## src/rtl/d_branch_unit_pkg.sv

```systemverilog
// d_branch_unit_pkg -- shared types and helpers for the D-stage branch unit.
//   B_* branch type codes, B_TYPE_W, BHT reset value and the 2-bit
//   saturating counter update used by d_bht.
package d_branch_unit_pkg;

    localparam int B_TYPE_W = 3;

    typedef enum logic [B_TYPE_W-1:0] {
        B_NONE = 3'd0,
        B_BEQ  = 3'd1,
        B_BNE  = 3'd2,
        B_BLEZ = 3'd3,
        B_BGTZ = 3'd4,
        B_BLTZ = 3'd5,
        B_BGEZ = 3'd6,
        B_RSVD = 3'd7   // reserved, behaves as B_NONE
    } br_type_e;

    // Weakly not-taken.
    localparam logic [1:0] BHT_INIT = 2'b01;

    // Saturating 2-bit counter step.
    function automatic logic [1:0] ctr_next(input logic [1:0] ctr, input logic taken);
        if (taken)
            return (ctr == 2'b11) ? ctr : ctr + 2'd1;
        else
            return (ctr == 2'b00) ? ctr : ctr - 2'd1;
    endfunction

endpackage

```

## src/rtl/d_branch_unit_if.sv

```systemverilog
// d_branch_unit_if -- D-stage <-> branch unit signal bundle.
//   master : pipeline side, drives d_valid/d_stall/d_pc/br_type/rs_val/rt_val
//            and observes b_jump/pred_taken and the resolve record.
//   slave  : the branch unit.
interface d_branch_unit_if #(
    parameter int WIDTH = 32,
    parameter int PC_W  = 32
);
    import d_branch_unit_pkg::*;

    logic                d_valid;
    logic                d_stall;
    logic [PC_W-1:0]     d_pc;
    logic [B_TYPE_W-1:0] br_type;
    logic [WIDTH-1:0]    rs_val;
    logic [WIDTH-1:0]    rt_val;
    logic                b_jump;
    logic                pred_taken;
    logic                resolve_valid;
    logic                resolve_taken;
    logic                mispredict;

    modport master (
        output d_valid, d_stall, d_pc, br_type, rs_val, rt_val,
        input  b_jump, pred_taken, resolve_valid, resolve_taken, mispredict
    );

    modport slave (
        input  d_valid, d_stall, d_pc, br_type, rs_val, rt_val,
        output b_jump, pred_taken, resolve_valid, resolve_taken, mispredict
    );

endinterface

```

## src/rtl/d_branch_unit_bht.sv

```systemverilog
// d_bht -- branch history table, DEPTH x 2-bit saturating counters, no tags.
//   clk, reset : clock / synchronous active-high reset (all entries -> 2'b01)
//   rd_idx     : combinational read index
//   rd_ctr     : counter at rd_idx (value before this edge's update)
//   wr_en      : apply one saturating update at wr_idx this edge
//   wr_idx     : update index
//   wr_taken   : update direction (1 = increment, 0 = decrement)
module d_bht
    import d_branch_unit_pkg::*;
#(
    parameter int DEPTH = 16,
    parameter int IDX_W = $clog2(DEPTH)
) (
    input  logic             clk,
    input  logic             reset,
    input  logic [IDX_W-1:0] rd_idx,
    output logic [1:0]       rd_ctr,
    input  logic             wr_en,
    input  logic [IDX_W-1:0] wr_idx,
    input  logic             wr_taken
);

    logic [1:0] ctr [DEPTH];

    assign rd_ctr = ctr[rd_idx];

    always_ff @(posedge clk) begin
        if (reset) begin
            for (int i = 0; i < DEPTH; i++)
                ctr[i] <= BHT_INIT;
        end else if (wr_en) begin
            ctr[wr_idx] <= ctr_next(ctr[wr_idx], wr_taken);
        end
    end

endmodule

```

## src/rtl/d_branch_unit.sv

```systemverilog
// d_branch_unit -- decode-stage branch resolution with a 2-bit BHT.
//   clk, reset     : clock / synchronous active-high reset
//   bus (slave)    : D-stage inputs, b_jump / pred_taken (combinational) and
//                    the registered resolve record (resolve_valid,
//                    resolve_taken, mispredict), one cycle after a fire
//   stat_branches  : resolved-branch count   (BRANCH_STAT_EN only)
//   stat_mispred   : mispredicted count      (BRANCH_STAT_EN only)
// Optional feature macro: BRANCH_STAT_EN (saturating statistics counters).
module d_branch_unit
    import d_branch_unit_pkg::*;
#(
    parameter int WIDTH     = 32,
    parameter int PC_W      = 32,
    parameter int BHT_DEPTH = 16
) (
    input  logic            clk,
    input  logic            reset,
    d_branch_unit_if.slave  bus
`ifdef BRANCH_STAT_EN
    ,
    output logic [31:0]     stat_branches,
    output logic [31:0]     stat_mispred
`endif
);

    localparam int IDX_W = $clog2(BHT_DEPTH);

    logic             cond;
    logic             is_branch;
    logic             fire;
    logic             rs_neg;
    logic             rs_zero;
    logic [IDX_W-1:0] idx;
    logic [1:0]       ctr;

    assign rs_neg  = bus.rs_val[WIDTH-1];
    assign rs_zero = (bus.rs_val == '0);

    // Branch condition; B_NONE and the reserved code never take.
    always_comb begin
        cond      = 1'b0;
        is_branch = 1'b1;
        case (br_type_e'(bus.br_type))
            B_BEQ:   cond = (bus.rs_val == bus.rt_val);
            B_BNE:   cond = (bus.rs_val != bus.rt_val);
            B_BLEZ:  cond = rs_neg | rs_zero;
            B_BGTZ:  cond = ~rs_neg & ~rs_zero;
            B_BLTZ:  cond = rs_neg;
            B_BGEZ:  cond = ~rs_neg;
            default: is_branch = 1'b0;
        endcase
    end

    // b_jump ignores d_stall: the NPC mux is frozen by the stall anyway.
    assign bus.b_jump = bus.d_valid & cond;

    // Stalled operands may be stale, so only unstalled branches train or
    // produce a record. Reset also suppresses the fire.
    assign fire = bus.d_valid & ~bus.d_stall & is_branch & ~reset;

    assign idx            = bus.d_pc[IDX_W+1:2];
    assign bus.pred_taken = ctr[1];

    d_bht #(
        .DEPTH (BHT_DEPTH),
        .IDX_W (IDX_W)
    ) u_bht (
        .clk      (clk),
        .reset    (reset),
        .rd_idx   (idx),
        .rd_ctr   (ctr),
        .wr_en    (fire),
        .wr_idx   (idx),
        .wr_taken (bus.b_jump)
    );

    always_ff @(posedge clk) begin
        if (reset) begin
            bus.resolve_valid <= 1'b0;
            bus.resolve_taken <= 1'b0;
            bus.mispredict    <= 1'b0;
        end else begin
            bus.resolve_valid <= fire;
            bus.resolve_taken <= fire & bus.b_jump;
            bus.mispredict    <= fire & (bus.b_jump != bus.pred_taken);
        end
    end

`ifdef BRANCH_STAT_EN
    logic mp_now;
    assign mp_now = fire & (bus.b_jump != bus.pred_taken);

    always_ff @(posedge clk) begin
        if (reset) begin
            stat_branches <= '0;
            stat_mispred  <= '0;
        end else begin
            if (fire && stat_branches != 32'hFFFF_FFFF)
                stat_branches <= stat_branches + 32'd1;
            if (mp_now && stat_mispred != 32'hFFFF_FFFF)
                stat_mispred <= stat_mispred + 32'd1;
        end
    end
`endif

endmodule

```

## src/flat_wrapper.sv

```systemverilog
// flat-port wrapper written by rule: the top's interface ports become plain ports
module d_branch_unit_flat import d_branch_unit_pkg::*;
#(
    parameter int WIDTH     = 32,
    parameter int PC_W      = 32,
    parameter int BHT_DEPTH = 16
)
  (clk, reset, bus_d_valid, bus_d_stall, bus_d_pc, bus_br_type, bus_rs_val, bus_rt_val, bus_b_jump, bus_pred_taken, bus_resolve_valid, bus_resolve_taken, bus_mispredict);
  d_branch_unit_if #(.WIDTH(WIDTH), .PC_W(PC_W)) bus_i ();
  input  logic clk;
  input  logic reset;
  input wire logic [$bits(bus_i.d_valid)-1:0] bus_d_valid;
  input wire logic [$bits(bus_i.d_stall)-1:0] bus_d_stall;
  input wire logic [$bits(bus_i.d_pc)-1:0] bus_d_pc;
  input wire logic [$bits(bus_i.br_type)-1:0] bus_br_type;
  input wire logic [$bits(bus_i.rs_val)-1:0] bus_rs_val;
  input wire logic [$bits(bus_i.rt_val)-1:0] bus_rt_val;
  output wire logic [$bits(bus_i.b_jump)-1:0] bus_b_jump;
  output wire logic [$bits(bus_i.pred_taken)-1:0] bus_pred_taken;
  output wire logic [$bits(bus_i.resolve_valid)-1:0] bus_resolve_valid;
  output wire logic [$bits(bus_i.resolve_taken)-1:0] bus_resolve_taken;
  output wire logic [$bits(bus_i.mispredict)-1:0] bus_mispredict;
  assign bus_i.d_valid = bus_d_valid;
  assign bus_i.d_stall = bus_d_stall;
  assign bus_i.d_pc = bus_d_pc;
  assign bus_i.br_type = bus_br_type;
  assign bus_i.rs_val = bus_rs_val;
  assign bus_i.rt_val = bus_rt_val;
  assign bus_b_jump = bus_i.b_jump;
  assign bus_pred_taken = bus_i.pred_taken;
  assign bus_resolve_valid = bus_i.resolve_valid;
  assign bus_resolve_taken = bus_i.resolve_taken;
  assign bus_mispredict = bus_i.mispredict;
  d_branch_unit #(.WIDTH(WIDTH), .PC_W(PC_W), .BHT_DEPTH(BHT_DEPTH)) u_core (.clk(clk), .reset(reset), .bus(bus_i));
endmodule
```

## config.mk

```make
export PLATFORM = sky130hd
export DESIGN_NAME = d_branch_unit_flat
export DESIGN_NICKNAME = d
export VERILOG_FILES = /design/src/rtl/d_branch_unit_pkg.sv /design/src/rtl/d_branch_unit_if.sv /design/src/rtl/d_branch_unit_bht.sv /design/src/rtl/d_branch_unit.sv /design/src/flat_wrapper.sv
export SDC_FILE = /design/constraint.sdc
export NUM_CORES = 1
export LEC_CHECK = 0
export BUFFER_PORTS_ARGS = -buffer_cell sky130_fd_sc_hd__buf_2
export CAP_MARGIN = 20
export CORE_ASPECT_RATIO = 0.9
export CORE_MARGIN = 5
export CORE_UTILIZATION = 50
export CTS_BUF_LIST = sky130_fd_sc_hd__clkbuf_16
export CTS_CLUSTER_SIZE = 24
export DETAILED_ROUTE_END_ITERATION = 6
export GPL_ROUTABILITY_DRIVEN = 1
export GPL_TIMING_DRIVEN = 0
export PLACE_DENSITY = 0.83
export SLEW_MARGIN = 20
export SYNTH_ARGS = -nofsm -noshare
export SYNTH_HDL_FRONTEND = slang
export SYNTH_SLANG_ARGS = --single-unit
```

## constraint.sdc

```tcl
create_clock -name clk -period 3.1 [get_ports clk]
set_input_delay 0.155 -clock clk [delete_from_list [all_inputs] [get_ports clk]]
set_output_delay 0.155 -clock clk [all_outputs]
set_load 0.02 [all_outputs]
```

Word level (Yosys, flattened, before mapping):

Memories as Yosys holds them, arrays and structs flattened.
Cells that the tools add are included.

* flip-flop bits (word level): 3
* memory bits (writable): 32
* bits of input ports: 103
* word-level logic and storage cells: 47
* memories kept: 1

* add/subtract/negate cells: 2
* equal/unequal tests: 10
* mux-type cells: 15
* bitwise logic cells: 12
* reductions and logical operators: 4

Memories
* u_core.u_bht.ctr: words 16, width 2, read ports 1, clocked after Yosys merged registers in 0, wr ports 16, line d_branch_unit_bht.sv:23 `logic [1:0] ctr [DEPTH];`

Operator list (number)
* $eq A32 B32 Y1: 1
* $logic_not A32 Y1: 1
* $ne A32 B32 Y1: 1
* $mux W2: 6
* $eq A3 B3 Y1 const B: 3
* $and A1 B1 Y1: 7
* $mux W1: 7
* $eq A3 B2 Y1 const B: 2
* $pmux W1 S6: 1
* $reduce_or A6 Y1: 1
* $mux W4: 1
* $not A1 Y1: 4
* $eq A3 B1 Y1 const B: 1
* $add A2 B1 Y2 const B: 1
* $eq A2 B2 Y1 const B: 1
* $logic_not A2 Y1: 1
* $reduce_or A2 Y1: 1
* $sub A2 B1 Y2 const B: 1
* $ne A1 B1 Y1: 1
* $or A1 B1 Y1: 1

Logic depth before layout (Yosys ltp):

Gate-level depths: netlist (run 1).

* word-level depth: 10
* depth in mapped cells: 9

Hierarchy:

A second synthesis (run 1) with hierarchy kept.

* cell total of the unflattened synthesis: 231
* area, all modules: 2549.9 um^2

By module, submodules not included
* d_bht: times used 1, cells an instance 153, area each 1901.8 um^2
* d_branch_unit: times used 1, cells an instance 78, area each 648.1 um^2

Worst setup path before layout (run 1):

Ideal clock, no wire load.

* path kind: register to register
* from: memory u_core.u_bht.ctr[9][1]
* to: memory u_core.u_bht.ctr[7][0] (data pin)
* library setup time: 0.259 ns
* arrival time: 1.829 ns
* path slack: 1.012 ns
* stages on the path, launching flop included: 8
* period minus slack after synthesis: 2.088 ns
* path through: edfxtp_1 > mux4_1 > a22o_1 > nor2_8 > inv_2 > nor2_2 > buf_2 > o21bai_1

RTL lines (line)
* start: declaration: d_branch_unit_bht.sv:23

==> run summary, run 1 <==
For this configuration, the core starts out at a cell density of 51.45%. Counting cells, the worst reg-to-reg path comes to 7. The worst path in the final design needs a cycle of 2.402 ns, including I/O delays and setup. For the via count, the log shows 2,147. The kind of cell with the highest combined delay along the critical path is multiplexers.

The number of placed instances, taps included, is 363. The logs give 0.002959 mm² for the area of placed instances and 2 for the number of levels the H-tree was split into. The area share of and/or/nand/nor cells after synthesis came out at 22.69%. Net switching is 24.51% of the power. Once routing completed, OpenROAD measured the worst setup slack at 0.6976 ns. The die is 76.91 µm tall. Of the total synthesized cell area, the portion taken by full adders, half adders and majority gates is 0%.

The run gives 0.70 ns as the worst setup slack for register-to-register paths. The run gives 39.8% as the proportion of power drawn by flip-flops and latches. Pin placement for this block handled 108 I/O pins. The net count after synthesis was 323; the largest fanout on the critical path was 10. The number of antenna violations at the first check in global routing is 0, and the site row count is 24. In this run the tightest slew margin relative to its limit is 60.51%. The design draws 1.331 mW.

After clock tree synthesis, the repair step resized 0 gates. In this run the power density over the cells is 426.3 mW/mm². The max-cap check violation count was 0. In this run, post-CTS hold repair placed 0 buffers. At the pin with the least slew margin, the transition time is 0.5889 ns. The tools report the routed wire length as 6826 µm.

Data arrives at the worst endpoint at 2.43 ns. The synthesized netlist devotes 11.62% of its cell area to XOR and XNOR gates. From synthesis to final layout, the design area changed by 25.55%.

The worst hold path was traced through 3 stages. The tools report the worst min-delay path startpoint as bus_d_stall. Count of antenna-violating nets left after detailed routing: 0.

Setup violations remaining at the end of the flow were counted as 0. The endpoint of the lowest-slack register-to-register path is u_core.u_bht.ctr[0][0]$_SDFFCE_PN1P_. Setup repair after global routing left no endpoint under its margin. The clock reaches the later pin of the worst-skew pair after 0.28 ns.

In the routed design, unresolved DRC markers number 0. The worst setup path is launched from a register. At the worst endpoint, the required time is 3.12 ns. The TritonCTS buffer count is 5. Summed over all failing endpoints, the final setup total negative slack is 0 ns. During placement, the flow inserted port buffers numbering 78.

The most used flip-flop cell after synthesis is edfxtp_1. Across the VDD grid, the largest voltage drop is 323.8 µV. The tools report the final cell count without fillers as 371. The first routing iteration left 111 violations. The congestion estimate from routability-driven global placement came to 0.8711.

Dividing the detail-routed via count by the number of cells gives 5.787. In this run the horizontal extent of the chip is 84.35 µm. The tools report the placeable core region as 0.004835 mm². Hold timing on the final database bottoms out at a slack of 0.2850 ns. The count of antenna diodes in the layout was 0. The run gives 0 as the number of endpoints with negative hold slack in the final report. The multiplexer share of the synthesized area was 8.702%; the number of distinct library cells after synthesis was 43. Entering global routing, the biggest net connects 12 pins. Per report_power, the clock group accounts for 41.4% of the total. The clock slew seen by the registers of the worst setup and hold paths is 0.05 ns, and the global-route congestion overflow total is 0. In this run, synthesis produced a sequential element count of 35.

Final cycle utilization of the critical path: 77.50%. Traced cell by cell, the critical path runs through mux4_1, a22o_1, nor2_8, inv_2, nor2_2, buf_2, o21bai_1. TritonCTS built the clock tree.

A synthesized cell averages 11.31 µm². For the filler cell count in the final layout, the log shows 392. Once layout is done, the placed cells without fillers occupy 0.003123 mm². After synthesis the cells add up to 0.002487 mm².

In this run, synthesis inferred 32 flip-flops with an integrated enable. Summed over all nets, the half-perimeter wirelength after detailed placement is 5371 µm. The run gives 0.006391 ns as the largest clock skew in the final design. The highest clock rate was 416.2 MHz; the total global-route track usage was 21.05%.

STA classifies the critical path endpoint as a register. Cells with a size suffix above 1 make up 40.52% of the layout. The first global-routing pass estimated 10,830 µm of wire.

The cell with the largest stage delay on the worst path was mux4_1. The biggest area contributor in the post-synthesis netlist is edfxtp_1. The count of buffering cells on the critical path with inverters included is 2, and the number of synthesis warnings is 0. Counting along the longest clock path gives a buffer depth of 2.

Via count of the first global-routing pass: 2,253. Clock tree synthesis found a total of 35 sinks. The final core area utilization came out at 64.60%. By area, the combinational part of the netlist is dominated by simple AND/OR/NAND/NOR gates. The share of the synthesized area in compound gates (AO/OA/AOI/OAI) works out to 13.38%. In this run the static leakage power is 1.215 nW. Yosys attributes the largest share of cell area to edfxtp_1 39%, xor2_1 12%, mux4_1 7.4%.

The final layout contains 408 nets. The pre-antenna-repair detailed-routing pass consisted of 4 iterations. The path class of the tightest hold or removal check is in2reg.

Capture endpoint of the worst hold path: u_core.bus.resolve_taken$_SDFF_PP0_. The tools report the cell at the root of the clock tree as clkbuf_16. The flow ran to the end, and the final reports show no timing, DRC or antenna violations. Sequential elements use 41.05% of the synthesized area.

The combinational fraction of design power was 18.8%. The tools report the die area as 0.006487 mm². Cell internal power was estimated by the tool at 1.005 mW. The worst setup path is of the reg2reg kind. The area share of the largest cell type after synthesis was 38.63%; the number of max-slew violations in the final report was 0. The async set-reset flop share out of synthesis was 0%. Post-CTS timing repair inserted 0 buffers for setup.

In the final routed layout, each cell accounts on average for 18.40 µm. For the pre-CTS setup slack, the log shows 0.6248 ns. In this run the critical register-to-register path is launched from u_core.u_bht.ctr[0][1]$_SDFFCE_PN0P_.

Number of standard cells after synthesis: 220. The largest single stage delay on the critical path is 0.53 ns. Summed over all nets, the switching power comes to 0.3264 mW.
[logic make-up (layout without fill, tap and decap cells)]
| group | after synthesis | after routing |
|---|---|---|
| and+or+nand+nor | 89 | 89 |
| buffers and inverters | 10 | 96 |
| DFF | 35 | 35 |
| muxes | 9 | 9 |
| xor gates and xnor gates | 33 | 33 |
| AOI/OAI and AO/OA | 44 | 44 |
[metal layers]
| layer | share of wire [%] | up-vias | GRT usage [%] |
|---|---|---|---|
| met4 | 1.7 | 0 | 5.854 |
| met3 | 7.9 | 13 | 4.180 |
| met5 | 0 | - | 0 |
| met1 | 39 | 1024 | 26.42 |
| met2 | 51 | 89 | 36.83 |
| li1 | - | 1021 | - |
[worst max path at each step]
stage | startpoint | end | slack [ns] | depth (start not counted)
final | u_core.u_bht.ctr[0][1]$_SDFFCE_PN0P_ | u_core.u_bht.ctr[0][0]$_SDFFCE_PN1P_ | 0.70 | 7
after global routing | u_core.u_bht.ctr[1][1]$_SDFFCE_PN0P_ | u_core.u_bht.ctr[0][0]$_SDFFCE_PN1P_ | 0.57 | 7
after CTS | u_core.u_bht.ctr[0][1]$_SDFFCE_PN0P_ | u_core.u_bht.ctr[0][0]$_SDFFCE_PN1P_ | 0.70 | 7
after detailed placement | bus_d_pc[2] | u_core.u_bht.ctr[12][0]$_SDFFCE_PN1P_ | 0.62 | 9
after global placement | bus_d_pc[2] | u_core.u_bht.ctr[8][1]$_SDFFCE_PN0P_ | 0.67 | 7
after floorplan | u_core.u_bht.ctr[9][1]$_SDFFCE_PN0P_ | u_core.u_bht.ctr[7][0]$_SDFFCE_PN1P_ | 1.01 | 7
[Yosys cell counts, types with 4 or more instances]
master    count
xor2_1       33
edfxtp_1     32
nor4_1       18
or2_2        12
nand2_1       9
a21oi_1       7
mux4_1        7
nand2b_1      7
a21boi_0      6
nor2_1        6
o21ai_0       6
o21ai_2       6
a21boi_2      5
and3_1        5
nor3_1        5
o21bai_1      5
nand4_1       4
[area by class of cell]
| class | instances | area (µm²) | share of cell area (%) |
|---|---|---|---|
| Multi-Input combinational cell | 175 | 1403 | 44.91 |
| Sequential cell | 35 | 1021 | 32.69 |
| Timing Repair Buffer | 78 | 390.4 | 12.50 |
| Clock buffer | 5 | 125.1 | 4.006 |
| Tap cell | 65 | 81.33 | 2.604 |
| Buffer | 8 | 56.30 | 1.803 |
| Clock inverter | 3 | 38.79 | 1.242 |
| Inverter | 2 | 7.507 | 0.2404 |
[cells in the final DEF (no fill, tap or decap), types with 6 or more instances in the layout]
cell and n:
or2_2 12, o21ai_2 6, xor2_1 33, nor2_1 6, a21oi_1 7, buf_2 81, nand2b_1 7, edfxtp_1 32
a21boi_0 6, nor4_1 18, o21ai_0 6, nand2_1 9, mux4_1 7
[state kept, by name, indices dropped and copies added, names as in the netlist]
register / flops
u_core.bus.resolve_valid: 1
u_core.bus.mispredict: 1
u_core.bus.resolve_taken: 1
u_core.u_bht.ctr: 32
[worst register-to-register path: cells and delay by family (launching register included)]
family / cells / cell delay [ns]
flops: 1 / 0.37
compound gates: 2 / 0.41
buf+inv: 2 / 0.41
mux: 1 / 0.53
simple gates: 2 / 0.43
[power by group through the flow]
stage                     sequential (mW)  clock [mW]  combinational, mW
final                               0.530       0.552              0.250
after global routing                0.530       0.573              0.270
after detailed placement            0.539           0              0.246
after CTS                           0.530       0.554              0.248
after floorplan                     0.539           0              0.141
after global placement              0.538           0              0.241
(Power assumes the default switching activity.)
==> run 2, diff against run 1 <==
--- a/config.mk
+++ b/config.mk
@@ -9,13 +9,13 @@
 export CAP_MARGIN = 20
 export CORE_ASPECT_RATIO = 0.9
 export CORE_MARGIN = 5
-export CORE_UTILIZATION = 50
+export CORE_UTILIZATION = 48
 export CTS_BUF_LIST = sky130_fd_sc_hd__clkbuf_16
 export CTS_CLUSTER_SIZE = 24
 export DETAILED_ROUTE_END_ITERATION = 6
 export GPL_ROUTABILITY_DRIVEN = 1
 export GPL_TIMING_DRIVEN = 0
-export PLACE_DENSITY = 0.83
+export PLACE_DENSITY = 0.8
 export SLEW_MARGIN = 20
 export SYNTH_ARGS = -nofsm -noshare
 export SYNTH_HDL_FRONTEND = slang
==> constraint.sdc (replaced) <==
create_clock -name clk -period 2.4 [get_ports clk]
set_input_delay 0.12 -clock clk [delete_from_list [all_inputs] [get_ports clk]]
set_output_delay 0.12 -clock clk [all_outputs]
set_load 0.02 [all_outputs]
==> run 2 against run 1 <==
Global-route usage fell by 0.86 points. Core utilization down 0.62 points. Critical endpoint is now u_core.u_bht.ctr[8][0]$_SDFFCE_PN1P_. Largest cell class unchanged. Power grew 31%. Highest routed layer unchanged.
==> run summary, run 2 (same netlist as run 1, synthesis figures left out) <==
During placement, the flow inserted port buffers numbering 78. The total global-route track usage was 20.18%. The post-route netlist has 41.23% of its cells at a drive strength greater than 1. The worst pin sits at a relative slew slack of 56.65%.

For the die area, the log shows 0.006724 mm². The pre-CTS setup slack is -0.004892 ns. The average vias per placed instance came out at 5.627. The number of endpoints with negative hold slack in the final report is 0, and the proportion of power drawn by flip-flops and latches is 39.1%.

From synthesis to final layout, the design area changed by 26.66%. The commonest non-fill, non-tap cell in the layout is buf_2. The setup path with the least slack is of type reg2reg.

The first global-routing pass estimated 10,560 µm of wire. For the setup violation total in the final timing report, the log shows 0. Of the total power, the share spent switching nets is 25.03%. After filler insertion, the fill cell instance count of the layout stands at 388.

Once the floorplan was initialized, standard cells occupied 50.51% of the core. The count of antenna-violating nets left after detailed routing came out at 0. The routed design has 6634 µm of wire. The tools report the count of routing violations after the opening detailed-route iteration as 142. Leaving out fill and tap cells, the most frequent cells in the layout are 80 x buf_2, 33 x xor2_1, 32 x edfxtp_1.

At the end of the flow the core is filled with cells to 63.97%. Entering global routing, the biggest net connects 13 pins. The global-route congestion overflow total is 0. At the worst endpoint, the required time is 2.43 ns. Detailed placement ended at an HPWL of 5190 µm. In this run the clock root is driven by a clkbuf_16. The data arrival time of the worst path is 2.33 ns.

Measured along the x axis, the die boundary spans 85.88 µm. After detailed routing, the average wire length per cell comes to 17.79 µm. The worst setup path is launched from a register. The net load switching power is 0.4374 mW. The clock slew seen by the registers of the worst setup and hold paths came out at 0.06 ns. Derived from the worst setup path, the maximum achievable clock frequency is 435.2 MHz.

Setup repair after global routing left no endpoint under its margin. Traced cell by cell, the critical path runs through mux4_1, a22o_1, nor2_8, nor3_4, nor4_4, buf_6, o21bai_1. The repair_antennas step left the layout with diodes totalling 0. The tools report the via count of the first global-routing pass as 2,173. The tree built by TritonCTS fans out to 35 sinks. Number of levels the H-tree was split into: 2. For this run, design rule violations remaining after detail routing come to 0. The delay of the slowest cell on the worst path is 0.52 ns. The register with the highest flop count was u_core.u_bht.ctr. The final period demand of the worst path was 2.298 ns.

The die is 78.29 µm tall. Flip-flop count of the largest register, all copies and words added: 32. Setup total negative slack on the finished layout was measured at 0 ns. In this run the power density over the cells is 554.8 mW/mm².

The logs give 0 for the number of antenna violations at the first check in global routing and 0.001021 mm² for the sequential cell area. The category of the worst setup path capture point is a register. In the post-route analysis, the smallest setup slack over all paths is 0.1023 ns. Site row count: 24. The multi-input combinational cells in the finished layout cover a total of 0.001408 mm². Between clock sinks in the finished design, the worst skew comes to 0.004567 ns. The largest individual stage delay along the critical path comes from the cell mux4_1. The logs give 0 for the max-cap check violation count and 0.004925 mm² for the placeable core region. At the end of routability-driven placement, the weighted congestion stood at 0.8706. The maximum root-to-sink buffer count is 2. For the worst-case vdd ir drop, the log shows 551.6 µV. Hold is met by 0.2499 ns. The first detailed-routing pass ran for 4 iterations. The clock power share was 42.1%; the I/O pin count was 108. The number of clock buffers added by TritonCTS is 5. For this block, the via count after detailed routing is 2,099. The number of max-slew violations in the final report was 0; the static leakage power was 1.228 nW. The flow ran to the end, and the final reports show no timing, DRC or antenna violations. TritonCTS built the clock tree. The number of nets in the layout is 410. After clock tree synthesis, the flow added hold-fix buffers numbering 0.

At the pin with the least slew margin, the transition time is 0.6464 ns. At the later pin of the worst-skew pair, clock insertion delay measures 0.28 ns. The combinational fraction of design power was 18.9%; the largest fanout on the critical path was 10. The worst hold path belongs to the class in2reg. The final cycle utilization of the critical path came out at 95.74%. The internal portion of the total power is 1.310 mW.
[run 2: changes by cell type in the layout (fill, tap and decap cells not counted)]
cell	previous run	this run
buf_2	81	80
buf_4	0	2
clkbuf_4	0	1
clkinv_1	1	0
clkinv_4	0	1
nor2_2	1	0
nor2_4	1	2
[run 2: repair_timing]
action | 4_1_cts | 5_1_grt
endpoints found under the setup margin | 0 | 10
setup buffers | 0 | 2
gates resized for setup | 0 | 2
[run 2: cell type report]
type,instances,share of cell area (%)
plain buffers,8,1.867
clock buffers,5,3.971
clock inverters,3,1.390
inverters,2,0.2383
multi-input cells,175,44.68
flip-flops and latches,35,32.41
well taps,65,2.581
repair buffers,80,12.87
[run 2: layer usage]
metal | global-route usage (%) | up-vias | part of all wire [%]
li1 | - | 1022 | -
met1 | 26.03 | 979 | 40
met2 | 33.51 | 85 | 49
met3 | 4.921 | 13 | 8.8
met4 | 6.171 | 0 | 1.8
met5 | 0 | - | 0
[run 2: critical path: cells and delay by family (launching register included)]
family	cells	cell delay, ns
buffers and inverters	1	0.21
AOI/OAI and AO/OA	2	0.39
muxes	1	0.52
and+or+nand+nor	3	0.55
DFF	1	0.36
[run 2: power by group through the flow]
stage          clock network, mW  registers [mW]  logic, mW
6_report                   0.735           0.683      0.330
5_1_grt                    0.774           0.684      0.356
4_1_cts                    0.739           0.683      0.319
3_5_place_dp                   0           0.696      0.317
3_3_place_gp                   0           0.695      0.312
2_1_floorplan                  0           0.696      0.182
[run 2: final timing paths]
path                                                            from  slack, ns  depth (start not counted)                              endpoint
worst max-delay path            u_core.u_bht.ctr[9][1]$_SDFFCE_PN0P_       0.10                          7  u_core.u_bht.ctr[8][0]$_SDFFCE_PN1P_
worst min register to register  u_core.u_bht.ctr[4][1]$_SDFFCE_PN0P_       1.00                          5      u_core.bus.mispredict$_SDFF_PP0_
worst min-delay path                                     bus_d_stall       0.25                          3   u_core.bus.resolve_taken$_SDFF_PP0_
worst max register to register  u_core.u_bht.ctr[9][1]$_SDFFCE_PN0P_       0.10                          7  u_core.u_bht.ctr[8][0]$_SDFFCE_PN1P_
[run 2: per-stage QoR]
stage               cell area, µm²  total power, mW  cells
floorplan                     2487           0.8780    220
global placement              2959            1.007    363
detailed placement            2959            1.013    363
CTS                           3128            1.742    371
global route                  3151            1.814    373
finish                        3151            1.748    373
==> run 3, diff against run 2 <==
--- a/config.mk
+++ b/config.mk
@@ -5,17 +5,19 @@
 export SDC_FILE = /design/constraint.sdc
 export NUM_CORES = 1
 export LEC_CHECK = 0
+export ABC_AREA = 1
 export BUFFER_PORTS_ARGS = -buffer_cell sky130_fd_sc_hd__buf_2
 export CAP_MARGIN = 20
 export CORE_ASPECT_RATIO = 0.9
 export CORE_MARGIN = 5
-export CORE_UTILIZATION = 48
+export CORE_UTILIZATION = 49
 export CTS_BUF_LIST = sky130_fd_sc_hd__clkbuf_16
 export CTS_CLUSTER_SIZE = 24
 export DETAILED_ROUTE_END_ITERATION = 6
 export GPL_ROUTABILITY_DRIVEN = 1
 export GPL_TIMING_DRIVEN = 0
-export PLACE_DENSITY = 0.8
+export PLACE_DENSITY = 0.81
+export SETUP_SLACK_MARGIN = 0.15
 export SLEW_MARGIN = 20
 export SYNTH_ARGS = -nofsm -noshare
 export SYNTH_HDL_FRONTEND = slang
==> run 3 against run 2 <==
First-iteration DRC count rose by 29%. Clock skew decreased by 0.0019 ns. Combinational power grew 3%. Routed wire length shrank 1.4%. Synthesized cell count is 50% higher. Non-clock buffer count down 4. Clock-buffer cell count unchanged. Critical endpoint is now u_core.u_bht.ctr[2][0]$_SDFFCE_PN1P_. Largest power group unchanged.
==> run summary, run 3 <==
Yosys attributes the largest share of cell area to edfxtp_1 37%, nand2_1 12%, xnor2_1 8.9%. The logs give 2,392 for the via count of the first global-routing pass and 0.8595 for the weighted congestion reported at the end of routability-driven placement. The run finished with clean final reports. Entering global routing, the biggest net connects 12 pins. The cell with the largest stage delay on the worst path is edfxtp_1. Yosys mapped a number of flops with a built-in enable equal to 32. Horizontal extent of the die: 86.34 µm. From synthesis to final layout, the design area changed by 25.02%. Clock-pin slew was measured on the worst setup and hold paths at 0.05 ns. The first global-routing pass estimated 10,640 µm of wire. The worst setup path is captured at a register. The logs give 19.95% for the total global-route track usage and 1.741 mW for the total chip power. Setup repair after global routing left no endpoint under its margin.

Leaving out fill and tap cells, the most frequent cell in the layout is nand2_1. The area of placed instances was 0.003049 mm². The most common cell in the synthesized netlist is nand2_1.

The flip-flop and latch count after synthesis is 35. The first detailed-routing pass ran for 5 iterations. Setup slack on the worst reg-to-reg path comes out at 0.53 ns.

The mapped netlist covers 0.002570 mm². Worst min-delay path startpoint: reset. Setup violations remaining at the end of the flow were counted as 0.

For the worst setup path, the data arrival time is 1.89 ns. After synthesis, the share of flip-flops with an asynchronous set or reset is 0%. The initial standard-cell utilization of the core was 49.79%.

The number of max-slew violations in the final report was 0. The worst setup path is launched from a register. Counting every net in the synthesized netlist gives 432.

The later pin in the worst-skew pair is clocked with a latency of 0.28 ns. The transition at the pin with the smallest max-transition slack was 0.4889 ns; the global-route congestion overflow total was 0. The tools report the number of clock sinks as 35. In the synthesized netlist the dominant register cell turns out to be edfxtp_1. The critical path startpoint was u_core.u_bht.ctr[0][1]$_SDFFCE_PN0P_. The number of nets in the layout is 518. In the synthesized netlist, the cells that appear most often are 85 x nand2_1, 51 x nor2_1, 40 x inv_1.

In this run the post-CTS setup repair buffer count came out at 0. In this run the critical register-to-register path is captured at u_core.u_bht.ctr[2][0]$_SDFFCE_PN1P_. For the final cell count without fillers, the log shows 483.

The relative slew slack is 67.41%. A synthesized cell averages 7.811 µm². Static timing analysis puts the maximum clock frequency at 534.9 MHz.

Dividing total power by cell area gives a power density of 541.7 mW/mm². In this run the worst setup path terminates at u_core.u_bht.ctr[2][0]$_SDFFCE_PN1P_. Gates resized during post-CTS repair numbered 0. The register with the highest flop count was u_core.u_bht.ctr. The number of antenna violations at the first check in global routing came out at 0.

The worst reg2reg path startpoint was u_core.u_bht.ctr[0][1]$_SDFFCE_PN0P_. Summed over all instances, the cell type with the most area after synthesis is edfxtp_1. The final route contains 2,472 vias. For the maximum root-to-sink buffer count, the log shows 2.

The final layout contains routed wiring with a total length of 6539 µm. Critical setup path kind: reg2reg. The count of routing violations after the opening detailed-route iteration came out at 183.

The delay of the slowest cell on the worst path works out to 0.36 ns. The tool flagged a number of max-cap violations equal to 0. The run gives 0 as the remaining routing DRC violations. The length in cells of the worst reg-to-reg path came out at 9. Buffers placed on the I/O ports in this run total 79.

The die span in y was 78.71 µm. After routing the design area is 0.003213 mm². At the end of the flow the core is filled with cells to 62.25%. The H-tree was split into 2 levels.

In this run the worst path has a maximum fanout of 10. TritonCTS built the clock tree. The die area is 0.006795 mm², and the area share of the largest cell type after synthesis is 37.39%. The count of buffering cells on the critical path with inverters included works out to 1. TritonCTS created 5 clock buffers. The final period demand of the worst path came out at 1.870 ns.

The run gives 0 as the number of endpoints with negative hold slack in the final report. The total instance count after detailed placement is 475, and the site row count is 25. Hold repair after CTS inserted 0 buffers. The number of synthesis warnings was 0.

In the layout the commonest cells are 85 x nand2_1, 79 x buf_2, 51 x nor2_1. Data on the critical path is required at its endpoint by 2.42 ns. Of the cells placed in the final design, the portion with a size suffix greater than 1 is 31.49%. The path class of the lowest-slack min-delay path was in2reg. The run gives 5235 µm as the half-perimeter wire length after placement.

The tools report the cell at the root of the clock tree as clkbuf_16. The cell family contributing the most delay on the critical path was simple AND/OR/NAND/NOR gates. The flip-flop count of the largest register, all copies and words added was 32; the static leakage power was 1.366 nW. The number of distinct library cells after synthesis is 23, and the summed negative setup slack over all endpoints is 0 ns. After detailed routing, the average wire length per cell comes to 13.54 µm. The region available for standard cell placement spans 0.005161 mm². The repair_antennas step left the layout with diodes totalling 0. The worst path uses 77.90% of the clock period.

The clock arrives with 0.002694 ns of skew. The I/O pin count is 108, and the number of stages on the worst setup path is 9. Walking the worst path, the cells encountered are a22oi_1, nand2_1, nand2_1, nand2_2, nor2_4, o21ai_1, nand3_2, buf_6, nand3_2. The average vias per placed instance is 5.118. Once detail routing completed, the nets flagged for antenna violations numbered 0. Filler cell count in the final layout: 462.

The worst-case vdd ir drop was 315.9 µV. The logs give 39.73% for the part of the Yosys area used for sequential elements and 329 for the number of standard cells after synthesis.
==> run 3: cell types whose count changed in the layout (fill, tap and decap cells not counted), moves of 12 or more <==
| cell | delta |
|---|---|
| nand2_1 | +76 |
| nor2_1 | +45 |
| inv_1 | +40 |
| xor2_1 | -33 |
| xnor2_1 | +26 |
| nor4_1 | -18 |
| a22oi_1 | +16 |
| nand3_2 | +12 |
| or2_2 | -12 |
==> run 3: stage by stage <==
stage | setup WS [ns] | hold slack, ns
2_1_floorplan | 0.7674 | 0.2170
3_3_place_gp | 0.5145 | 0.3730
3_5_place_dp | 0.4830 | 0.3696
4_1_cts | 0.5517 | 0.08107
5_1_grt | 0.4014 | 0.08227
6_report | 0.5305 | 0.08538
==> run 3: layout make-up <==
type                    instances  area [µm²]  area share [%]
inverters                      45       168.9           5.257
repair buffers                 79       395.4           12.31
well taps                      67       83.83           2.609
clock buffers                   5       125.1           3.894
multi-input cells             244        1331           41.43
flip-flops and latches         35        1021           31.78
clock inverters                 3       38.79           1.207
plain buffers                   5       48.80           1.519
==> run 3: cells by family (layout without fill, tap and decap cells) <==
logic type      after synthesis  count (layout)  share of synthesized area [%]
simple gates                182             182                          32.91
buf+inv                      50             137                          8.471
compound gates               36              36                          10.03
xor+xnor                     26              26                          8.861
flops                        35              35                          39.73
==> run 3: how the worst min path moves through the flow <==
stage	to	slack, ns	cells past startpoint
2_1_floorplan	u_core.bus.resolve_valid$_SDFF_PP0_	0.22	1
3_3_place_gp	u_core.bus.resolve_valid$_SDFF_PP0_	0.37	2
3_5_place_dp	u_core.bus.resolve_valid$_SDFF_PP0_	0.37	2
4_1_cts	u_core.bus.resolve_valid$_SDFF_PP0_	0.08	2
5_1_grt	u_core.bus.resolve_valid$_SDFF_PP0_	0.08	2
6_report	u_core.bus.resolve_valid$_SDFF_PP0_	0.09	2
==> run 3: power breakdown <==
part           leakage (nW)  internal, mW  switching (mW)
Clock                0.0812         0.483           0.233
Sequential            0.311         0.680         0.00482
Combinational         0.973         0.138           0.202
Total                  1.37          1.30           0.440
==> run 3: routing by layer <==
layer / share of wire, % / vias up / global-route usage [%]
met2: 53 / 88 / 35.55
met4: 1.6 / 0 / 5.919
met3: 6.5 / 12 / 3.527
met5: 0 / - / 0
li1: - / 1237 / -
met1: 39 / 1135 / 24.49
